### config.mk
export PLATFORM = sky130hd
export DESIGN_NAME = red_pitaya_mux_sequencer
export DESIGN_NICKNAME = d
export VERILOG_FILES = /design/src/rtl/red_pitaya_mux_sequencer.sv
export SDC_FILE = /design/constraint.sdc
export NUM_CORES = 1
export LEC_CHECK = 0
export BUFFER_PORTS_ARGS = -buffer_cell sky130_fd_sc_hd__buf_2
export CAP_MARGIN = 20
export CORE_MARGIN = 1.5
export CORE_UTILIZATION = 50
export DETAILED_ROUTE_END_ITERATION = 6
export PLACE_DENSITY = 0.87
export SYNTH_ARGS = -nofsm -noshare
export SYNTH_HDL_FRONTEND = slang
export SYNTH_SLANG_ARGS = --single-unit
### constraint.sdc
create_clock -name adc_clk_i -period 4.25 [get_ports adc_clk_i]
set_clock_uncertainty 0.15 [all_clocks]
set_input_delay 0.425 -clock adc_clk_i [delete_from_list [all_inputs] [get_ports adc_clk_i]]
set_output_delay 0.425 -clock adc_clk_i [all_outputs]
set_load 0.05 [all_outputs]
### src/rtl/red_pitaya_mux_sequencer.sv
// red_pitaya_mux_sequencer: steps the analog mux address through the active channels
// with programmable settle/dwell windows, stable flag, sample strobes and sweep completion.
module red_pitaya_mux_sequencer #(
  parameter int CHNL = 8,
  parameter int MAW  = 3,
  parameter int CW   = 16
) (
  input  logic            adc_clk_i,
  input  logic            adc_rstn_i,
  input  logic            enable_i,
  input  logic [1:0]      mode_i,
  input  logic [CHNL-1:0] active_channels_i,
  input  logic [MAW-1:0]  fixed_addr_i,
  input  logic [CW-1:0]   settle_i,
  input  logic [CW-1:0]   dwell_i,
  input  logic            start_i,
  output logic [MAW-1:0]  mux_addr_o,
  output logic            signal_stable_o,
  output logic            sample_valid_o,
  output logic            sweep_done_o,
  output logic            busy_o
);
  localparam logic [1:0] IDLE = 2'd0, SETTLE = 2'd1, DWELL = 2'd2;
  logic [1:0]     state, nstate;
  logic [CW-1:0]  cnt, ncnt, settle_ld, dwell_ld;
  logic [MAW-1:0] naddr, tgt, low_act, up_act;
  logic           has_act, has_up, fix_ok, go, ndone;
  assign settle_ld = (settle_i == '0) ? CW'(1) : settle_i;
  assign dwell_ld  = (dwell_i == '0) ? CW'(1) : dwell_i;
  assign fix_ok    = 32'(fixed_addr_i) < CHNL;
  assign busy_o    = state != IDLE;
  // Descending scan so the last hit is the lowest qualifying index.
  always_comb begin
    low_act = '0;
    has_act = 1'b0;
    up_act  = '0;
    has_up  = 1'b0;
    for (int i = CHNL - 1; i >= 0; i--)
      if (active_channels_i[i]) begin
        low_act = MAW'(i);
        has_act = 1'b1;
        if (i > int'(mux_addr_o)) begin
          up_act = MAW'(i);
          has_up = 1'b1;
        end
      end
  end
  always_comb begin
    nstate = state;
    ncnt   = cnt;
    naddr  = mux_addr_o;
    ndone  = 1'b0;
    go     = 1'b0;
    tgt    = mux_addr_o;
    if (!enable_i)
      nstate = IDLE;
    else if (state == IDLE) begin
      go     = (mode_i == 2'd1) ? fix_ok : has_act && (mode_i != 2'd2 || start_i);
      tgt    = (mode_i == 2'd1) ? fixed_addr_i : low_act;
      nstate = go ? SETTLE : IDLE;
      naddr  = go ? tgt : mux_addr_o;
      ncnt   = go ? settle_ld : '0;
    end else if (cnt > CW'(1))
      ncnt = cnt - CW'(1);
    else if (state == SETTLE) begin
      nstate = DWELL;
      ncnt   = dwell_ld;
    end else begin
      go     = (mode_i == 2'd1) ? fix_ok : (mode_i == 2'd2) ? has_up : has_act;
      tgt    = (mode_i == 2'd1) ? fixed_addr_i : has_up ? up_act : low_act;
      ndone  = mode_i == 2'd2 && has_act && !has_up;
      nstate = !go ? IDLE : (tgt == mux_addr_o) ? DWELL : SETTLE;
      naddr  = go ? tgt : mux_addr_o;
      ncnt   = !go ? '0 : (tgt == mux_addr_o) ? dwell_ld : settle_ld;
    end
  end
  always_ff @(posedge adc_clk_i or negedge adc_rstn_i)
    if (!adc_rstn_i) begin
      state           <= IDLE;
      cnt             <= '0;
      mux_addr_o      <= '0;
      signal_stable_o <= 1'b0;
      sample_valid_o  <= 1'b0;
      sweep_done_o    <= 1'b0;
    end else begin
      state           <= nstate;
      cnt             <= ncnt;
      mux_addr_o      <= naddr;
      signal_stable_o <= nstate == DWELL;
      sample_valid_o  <= nstate == DWELL && ncnt == CW'(1);
      sweep_done_o    <= ndone;
    end
endmodule

==> results of run 1 <==
-- critical path: stages, from the launching register on --
cell      delay [ps]
dfrtp_1          570
nor3b_1          510
o21bai_2         310
nor3_2           120
a21boi_1         470
nand4_1          200
o21ai_1          630
nand2_1          130
a31oi_1          250
nor4_1            60
and3_1           190
and4_1           200
-- worst max-delay path by stage --
stage / startpoint / cells after the start / endpoint / slack, ps
global placement: mux_addr_o[0] / 11 / sample_valid_o / 750
finish: mux_addr_o[2] / 11 / sample_valid_o / 370
global route: mux_addr_o[2] / 11 / sample_valid_o / 200
CTS: mux_addr_o[2] / 11 / sample_valid_o / 490
detailed placement: mux_addr_o[2] / 11 / sample_valid_o / 570
floorplan: mux_addr_o[1] / 13 / sample_valid_o / 840
-- layout make-up --
cell class	count	area share (%)
Clock buffer	3	1.47
Clock inverter	1	1.07
Inverter	15	2.00
Multi-Input combinational cell	276	60.4
Tap cell	54	2.40
Sequential cell	24	21.3
Timing Repair Buffer	61	11.4
-- logic make-up (layout without fill, tap and decap cells) --
kind of cell | count (synthesis) | after routing | share of synthesized area [%]
and+or+nand+nor | 150 | 150 | 33.8
AOI/OAI and AO/OA | 109 | 109 | 29.5
buffers and inverters | 28 | 80 | 5.06
DFF | 24 | 24 | 24.8
muxes | 8 | 8 | 3.35
xor gates and xnor gates | 7 | 7 | 2.53
adders and majority gates | 2 | 2 | 1.03
-- state kept, by name (all words and copies together) (netlist names) --
| signal | flops |
|---|---|
| cnt | 16 |
| signal_stable_o | 1 |
| mux_addr_o | 3 |
| sweep_done_o | 1 |
| state | 2 |
| sample_valid_o | 1 |
-- layer usage --
layer  wire (um)  share of wire [%]  global-route usage, %  up-vias
met5           0                  0                      0        -
met4         238                3.0                   13.2        0
met3         879                 11                   5.11       34
met2        3520                 44                   47.3      222
met1        3280                 41                   41.0     1310
li1            -                  -                      -     1342
-- Yosys cell counts, drive strengths merged, types with 6 or more instances --
master | number | area, um^2
nor3b | 6 | 45.0
nand3 | 9 | 45.0
nor2 | 31 | 116
a21oi | 24 | 120
dfrtp | 24 | 601
nor3 | 15 | 90.1
clkbuf | 9 | 33.8
mux2i | 7 | 70.1
inv | 14 | 52.6
o21ai | 36 | 184
o22ai | 6 | 37.5
nand2 | 38 | 143
nor4 | 11 | 75.1
or3 | 6 | 37.5
-- power groups by stage --
stage	Clock [mW]	Combinational, mW	Sequential (mW)
after floorplan	0	0.307	0.322
after global placement	0	0.413	0.323
after detailed placement	0	0.420	0.326
after CTS	0.208	0.424	0.321
after global routing	0.216	0.469	0.330
final	0.207	0.436	0.324
==> reports/results.txt, run 1 <==
outcome: complete, but fails checks
failing checks: hold timing
Inst Count DP: 430
Fin Setup TNS: 0 ps
Setup WS pre-CTS: 566 ps
most common cell after layout, fill and taps aside: buf_2
Placed Instance Area: 0.00275 mm^2
RSZ-0062 raised after global routing: no
Setup WS post-layout: 366 ps
Residual DRC: 0
Sw Pwr: 0.412 mW
Die W: 72.6 um
vias in the first global route: 2644
CTS Root Cell: clkbuf_8
Worst-Margin Slew: 746 ps
vias: 2908
startpoint types: register
total die area: 0.00528 mm^2
gr usage total: 30.2%
Post-synth EDFFs: 0
internal power: 0.555 mW
multi-input logic area: 0.00170 mm^2
antenna violations before repair: 0
Post-synth ARST share: 100%
CTS Hold Bufs: 0
Sequential Area: 601 um^2
DRT Pass-1 Iters: 7
# diodes: 0
Initial Util: 51.7%
clock tree buffer depth: 2
Ports: 56
Syn Nets: 379
clock slew at reported path FFs: 90 ps
Leak: 1.23 nW
clk_lat worst skew: 280 ps
Max Cap Violations: 0
total power: 0.966 mW
sequential area share after synthesis: 24.8%
die height: 72.6 um
CTS resizes: 0
Sw Ratio: 42.6%
DR WL/cell: 18.2 um
ANT nets after route: 0
pin count of the biggest net entering global routing: 25
Min-Delay Path Class: primary input to async pin
TritonCTS buffer count: 3
Post CTS Setup Buffer Count: 0
Reg power frac: 33.5%
Combinational Power Share: 45.1%
H-tree depth: 1
vias per cell: 6.70
fin nets: 432
hpwl dp: 6030 um
ys flop type: dfrtp_1
mapped cell area: 0.00242 mm^2
first-pass GRT wire length: 12500 um
FP Rows: 25
final WL: 7910 um
Max Slew Vio Count: 0
reg2reg start: mux_addr_o[2]
Initial DRC Count: 481
Max-Slew Margin vs Limit: 49.6%
R2R setup slack: 370 ps
Hold Vio Cnt, Final: 24
Finished Core Util: 60.1%
data required time of the critical path: 4270 ps
fill count: 434
Min Hold Slack: -26.8 ps
Max rail drop VDD: 150 uV
crit path time final: 3880 ps
Worst R2R End: sample_valid_o
clk sinks: 24
Worst EP arrival: 3910 ps
TritonCTS clock tree: built
Fmax: 257 MHz
Setup crit end kind: register
Final period util: 91.4%
Syn. warnings: 0
GPL Wtd Cong: 1.03
core box area: 0.00469 mm^2
Buffers on Ports: 55
synthesis-stage register bit count: 24
Area Growth Syn to Fin: 16.2%
total gr overflow: 0
Clock Power Share: 21.4%
fin area: 0.00282 mm^2
synthesized instance count: 328
layout cells sized above 1: 21.1%
commonest non-fill, non-tap cells in the layout: buf_2 (55), nand2_1 (38), o21ai_0 (33), nor2_1 (31)
crit path max fanout: 16
Distinct cells, synth: 66
Pwr Density: 343 mW/mm^2
Synth Area per Inst: 7.39 um^2
critical path type: register to register
final setup vio count: 0
fin cells: 434
r2r worst-path depth: 11
Power figures use the tool's default switching activity.
==> inputs of run 2 (changes only) <==
BUFFER_PORTS_ARGS = -buffer_cell sky130_fd_sc_hd__buf_4   (was -buffer_cell sky130_fd_sc_hd__buf_2)
PLACE_DENSITY = 0.9   (was 0.87)
clock period = 3.5 ns   (was 4.25 ns; I/O delays follow)
==> run 2 against run 1 <==
Net effect:
- the run now ends clean
- worst setup slack got worse by 360 ps
- register-to-register slack got worse by 360 ps
- combinational power rose by 48%
- power increased by 31%
- critical path depth unchanged
- die area did not move
- maximum frequency is 11% higher
- largest cell class unchanged
==> reports/results.txt, run 2 (synthesized netlist as in run 1, its figures left out) <==
clk_lat worst skew: 270 ps (about the same)
Critical Path Start: mux_addr_o[2]
Worst-Margin Slew: 843 ps (+96.4 ps)
vias: 2959 (+1.8%)
antenna violations before repair: 0 (unchanged)
Ports: 56 (unchanged)
FP Rows: 25 (unchanged)
final WL: 8660 um (+9.5%)
gr usage total: 32.9% (+2.7 points)
total gr overflow: 0 (unchanged)
outcome: finished, final reports clean
Initial DRC Count: 363 (-25%)
crit path time final: 3500 ps (-389 ps)
Max-Slew Margin vs Limit: 43.8% (-5.8 points)
largest registers: cnt x16, mux_addr_o x3, state x2
H-tree depth: 1 (unchanged)
DR WL/cell: 19.3 um (+6.1%)
layout cells sized above 1: 25.6% (+4.6 points)
Min-Delay Path Class: primary input to register
commonest non-fill, non-tap cells in the layout: buf_4 (74), nand2_1 (38), o21ai_0 (32), nor2_1 (31), a21oi_1 (24)
Inst Count DP: 443 (+3.0%)
cells along the critical path: or4b_4 > o221ai_2 > o31ai_1 > nor3_1 > nor4_2 > nand4b_4 > a41o_1 > a21oi_1 > nor2b_2 > nor4b_2 > and4_1
Worst path max stage delay: 530 ps (-100 ps)
max reg flops: 16 (unchanged)
die height: 72.6 um (unchanged)
Final period util: 99.9% (+8.5 points)
Setup crit end kind: register
GPL Wtd Cong: 0.980 (-4.5%)
Initial Util: 51.7% (unchanged)
TritonCTS clock tree: built
Area Growth Syn to Fin: 28.7%
fill count: 396 (-8.8%)
data required time of the critical path: 3560 ps (-710 ps)
Die W: 72.6 um (unchanged)
Fin Setup TNS: 0 ps (unchanged)
Bufs and invs on worst path: 0 (unchanged)
dominant delay contributor by cell family on the critical path: simple AND/OR/NAND/NOR gates
ANT nets after route: 0 (unchanged)
Worst EP arrival: 3560 ps (-350 ps)
Max rail drop VDD: 300 uV (+100%)
first-pass GRT wire length: 13300 um (+6.3%)
# diodes: 0 (unchanged)
Residual DRC: 0 (unchanged)
total die area: 0.00528 mm^2 (unchanged)
most common cell after layout, fill and taps aside: buf_4
startpoint types: register
clock tree buffer depth: 2 (unchanged)
hold wc startpoint: settle_i[4]
Pwr Density: 406 mW/mm^2 (+18%)
Post CTS Setup Buffer Count: 0 (unchanged)
DRT Pass-1 Iters: 5 (-2)
CTS Root Cell: clkbuf_8
critical path type: register to register
Biggest register: cnt
Leak: 1.36 nW (+10%)
Max Cap Violations: 0 (unchanged)
pin count of the biggest net entering global routing: 25 (unchanged)
Buffers on Ports: 55 (unchanged)
vias in the first global route: 2654 (+0.38%)
TritonCTS buffer count: 3 (unchanged)
vias per cell: 6.60 (-1.4%)
crit path max fanout: 9 (-7)
R2R setup slack: 5 ps (-360 ps)
reg2reg start: mux_addr_o[2]
Max Slew Vio Count: 0 (unchanged)
Hold Vio Cnt, Final: 0 (-100%)
fin nets: 446 (+3.2%)
hpwl dp: 6680 um (+11%)
clk sinks: 24 (unchanged)
core box area: 0.00469 mm^2 (unchanged)
fin cells: 448 (+3.2%)
Finished Core Util: 66.5% (+6.5 points)
final setup vio count: 0 (unchanged)
Slowest cell on crit path: or4b_4
Fmax: 286 MHz (+11%)
clock slew at reported path FFs: 90 ps (about the same)
run 2: cell types whose count changed in the layout (fill, tap and decap cells not counted), sizes merged:
cell / delta
dlygate4sd3: +1
buf: +13
run 2: layout make-up:
type	count	area [um^2]	area share, %
tap	54	67.6	2.17
sequential	24	602	19.3
timing repair buffer	75	566	18.1
multi-input combinational	276	1760	56.3
clock buffer	3	41.3	1.32
inverter	15	56.3	1.80
clock inverter	1	30.0	0.962
run 2: routing by layer:
metal / up-vias / routed length [um] / track usage, %
met2: 226 / 3880 / 50.3
met5: - / 0 / 0
met4: 0 / 193 / 8.39
li1: 1365 / - / -
met1: 1343 / 3550 / 48.0
met3: 25 / 1040 / 5.80
run 2: power by group:
part / internal (mW) / switching [mW] / leakage, nW / total [mW]
combinational: 0.262 / 0.381 / 1.03 / 0.644
sequential: 0.319 / 0.0541 / 0.296 / 0.373
clock: 0.153 / 0.0957 / 0.0357 / 0.249
total: 0.735 / 0.531 / 1.36 / 1.27
run 2: path summary, 6_finish.rpt:
check / to / depth (start not counted)
worst min register to register: cnt[5] / 2
max in group asynchronous: mux_addr_o[2] / 2
min in group asynchronous: cnt[12] / 2
worst max-delay path: sample_valid_o / 11
worst max register to register: sample_valid_o / 11
worst min-delay path: cnt[4] / 2
run 2: repair_timing:
action,4_1_cts,5_1_grt
resized for setup,2,10
endpoints found under the setup margin,1,1
hold buffers,1,0
pin swaps,0,0
hold endpoints to repair,24,0
run 2: per-stage QoR:
stage               setup slack (ps)  cell area [um^2]  hold WS (ps)  total power, mW
floorplan                       86.7              2420         -95.6            0.764
global placement                -144              2980           117            0.966
detailed placement              -158              2980           125            0.973
CTS                             4.40              3070           179             1.23
global route                   -43.3              3120           183             1.33
finish                          4.99              3120           182             1.27
==> inputs of run 3 (changes only) <==
--- a/config.mk
+++ b/config.mk
@@ -6,4 +6,5 @@
 export NUM_CORES = 1
 export LEC_CHECK = 0
+export ABC_AREA = 1
 export BUFFER_PORTS_ARGS = -buffer_cell sky130_fd_sc_hd__buf_4
 export CAP_MARGIN = 20
@@ -11,5 +12,5 @@
 export CORE_UTILIZATION = 50
 export DETAILED_ROUTE_END_ITERATION = 6
-export PLACE_DENSITY = 0.9
+export PLACE_DENSITY = 0.89
 export SYNTH_ARGS = -nofsm -noshare
 export SYNTH_HDL_FRONTEND = slang
==> constraint.sdc (replaced) <==
create_clock -name adc_clk_i -period 3.5 [get_ports adc_clk_i]
set_clock_uncertainty 0.15 [all_clocks]
set_input_delay 0.175 -clock adc_clk_i [delete_from_list [all_inputs] [get_ports adc_clk_i]]
set_output_delay 0.175 -clock adc_clk_i [all_outputs]
set_load 0.05 [all_outputs]
==> run 3 against run 2 <==
Net effect:
- design area increased by 2.3%
- global-route usage decreased by 3.9 points
- via count increased by 12%
- count of clock-buffer cells in the layout unchanged
- power decreased by 8.2%
- final cell count increased by 33%
- critical path type unchanged
- largest cell class unchanged
==> reports/results.txt, run 3 <==
Initial Util: 52.2% (+0.56 points)
count leader, synth: nand2_1
startpoint types: register
Syn. warnings: 0 (unchanged)
Max-Slew Margin vs Limit: 46.0% (+2.2 points)
sequential area share after synthesis: 22.4% (-2.4 points)
synthesized instance count: 474 (+45%)
hold wc startpoint: fixed_addr_i[2]
Ports: 56 (unchanged)
Min Hold Slack: 134 ps (-48.2 ps)
Min-Delay Path Class: primary input to register
Post-synth ARST share: 100% (unchanged)
data required time of the critical path: 3560 ps (about the same)
Post CTS Setup Buffer Count: 0 (unchanged)
Hold EP: mux_addr_o[2]
H-tree depth: 1 (unchanged)
CTS Root Cell: clkbuf_8
synth top area cells: dfrtp_1 (22%), nand2_1 (21%), inv_1 (11%), nor2_1 (6.8%), nand3_1 (6.3%)
reg2reg start: mux_addr_o[1]
ANT nets after route: 0 (unchanged)
Syn Nets: 525 (+39%)
Worst-Margin Slew: 807 ps (-35.5 ps)
antenna violations before repair: 0 (unchanged)
crit path time final: 3040 ps (-456 ps)
final setup vio count: 0 (unchanged)
die height: 76.3 um (+5.0%)
Fmax: 329 MHz (+15%)
Distinct cells, synth: 37 (-44%)
fin area: 0.00319 mm^2 (+2.3%)
total gr overflow: 0 (unchanged)
Finished Core Util: 62.1% (-4.4 points)
Setup WS post-layout: 461 ps (+456 ps)
r2r worst-path depth: 18 (+7)
Leak: 1.81 nW (+34%)
critical path type: register to register
RSZ-0062 raised after global routing: no
commonest non-fill, non-tap cells in the layout: nand2_1 (151), inv_1 (81), buf_4 (57), nor2_1 (49), nand3_1 (34)
gr usage total: 29.0% (-3.9 points)
clock tree buffer depth: 2 (unchanged)
Critical Path Start: mux_addr_o[1]
final WL: 8480 um (-2.1%)
ys flop type: dfrtp_1
Area Growth Syn to Fin: 18.9%
crit path max fanout: 16 (+7)
Worst EP arrival: 3090 ps (-470 ps)
core box area: 0.00514 mm^2 (+9.5%)
total die area: 0.00582 mm^2 (+10%)
Placed Instance Area: 0.00314 mm^2 (+5.3%)
largest area contributor in the netlist: dfrtp_1
Hold Vio Cnt, Final: 0 (unchanged)
Die W: 76.3 um (+5.0%)
Max Cap Violations: 0 (unchanged)
first-pass GRT wire length: 13900 um (+4.5%)
fill count: 515 (+30%)
top cells by count, synth: nand2_1 (151), inv_1 (81), nor2_1 (49)
vias per cell: 5.59 (-15%)
hold path depth: 5 (+3)
FP Rows: 26 (+4.0%)
largest registers: cnt x16, mux_addr_o x3, state x2
DRT Pass-1 Iters: 6 (+1)
most common cell after layout, fill and taps aside: nand2_1
R2R setup slack: 460 ps (+460 ps)
mapped cell area: 0.00269 mm^2 (+11%)
Buffers on Ports: 55 (unchanged)
Worst R2R End: sample_valid_o
Max Slew Vio Count: 0 (unchanged)
Initial DRC Count: 456 (+26%)
vias: 3323 (+12%)
clock slew at reported path FFs: 80 ps (about the same)
total power: 1.16 mW (-8.2%)
Setup WS pre-CTS: 499 ps (+657 ps)
fin nets: 577 (+29%)
hpwl dp: 6590 um (-1.4%)
Final period util: 86.8% (-13 points)
Post-synth EDFFs: 0 (unchanged)
Inst Count DP: 590 (+33%)
outcome: finished, final reports clean
Max rail drop VDD: 279 uV (-7.0%)
vias in the first global route: 3025 (+14%)
max reg flops: 16 (unchanged)
pin count of the biggest net entering global routing: 25 (unchanged)
Residual DRC: 0 (unchanged)
TritonCTS buffer count: 3 (unchanged)
top cell type's share of synthesized area: 22.4% (-2.4 points)
TritonCTS clock tree: built
Synth Area per Inst: 5.66 um^2 (-23%)
GPL Wtd Cong: 1.02 (+4.2%)
clk sinks: 24 (unchanged)
# diodes: 0 (unchanged)
clk_lat worst skew: 270 ps (about the same)
fin cells: 594 (+33%)
Fin Setup TNS: 0 ps (unchanged)
Pwr Density: 364 mW/mm^2 (-10%)
DR WL/cell: 14.3 um (-26%)
Setup crit end kind: register
layout cells sized above 1: 16.6% (-9.0 points)
synthesis-stage register bit count: 24 (unchanged)
Biggest register: cnt
## run 3: changes by cell type after synthesis, sizes merged, moves of 9 or more
| cell | previous run | this run |
|---|---|---|
| nand2 | 38 | 157 |
| inv | 14 | 85 |
| nand3 | 9 | 38 |
| nor2 | 31 | 54 |
| a21oi | 24 | 11 |
| nand4 | 5 | 15 |
| nor3 | 15 | 6 |
| o21ai | 36 | 27 |
## run 3: kinds of logic after synthesis
| kind of cell | synth area share (%) |
|---|---|
| and+or+nand+nor | 48.5 |
| buffers and inverters | 15.1 |
| AOI/OAI and AO/OA | 11.2 |
| DFF | 22.4 |
| xor gates and xnor gates | 1.96 |
| adders and majority gates | 0.932 |
## run 3: what timing repair did
item / CTS / global route
hold buffers: 1 / 0
endpoints found under the hold margin: 24 / 0
resized for setup: 0 / 0
## run 3: worst max path at each step
stage,endpoint,slack (ps),cells after the start
4_1_cts,sample_valid_o,470,18
2_1_floorplan,sample_valid_o,790,22
5_1_grt,sample_valid_o,260,18
3_5_place_dp,sample_valid_o,500,18
3_3_place_gp,sample_valid_o,590,18
6_report,sample_valid_o,460,18
## run 3: metal layers
metal / GRT usage (%) / up-vias / routed length, um
met5: 0 / - / 0
met2: 46.2 / 218 / 3750
met3: 2.75 / 45 / 833
li1: - / 1602 / -
met4: 11.9 / 0 / 341
met1: 40.3 / 1458 / 3560
## run 3: report_power, final
group	internal (mW)	total, mW	switching, mW
sequential	0.316	0.363	0.0465
combinational	0.209	0.637	0.428
clock	0.0771	0.162	0.0854
total	0.602	1.16	0.560
## run 3: area by class of cell
cell class	instances	area (um^2)	area share [%]
clock buffers	3	41.3	1.29
inverters	92	345	10.8
multi-input cells	347	1680	52.6
flip-flops and latches	24	601	18.8
well taps	70	87.6	2.74
repair buffers	58	438	13.7
## run 3: worst max-delay path: stages (launching register included)
cell	delay, ps
dfrtp_1	460
nor2_1	200
inv_1	110
nor2_4	150
nor2_4	70
and2_4	160
nand2_1	120
o21ai_2	100
inv_2	240
nand4_1	150
nand2_2	280
nand2_2	80
a21boi_2	180
nand2_1	90
nor2_1	120
nand2_1	60
nor2_1	100
nand2_1	70
nor2_2	70
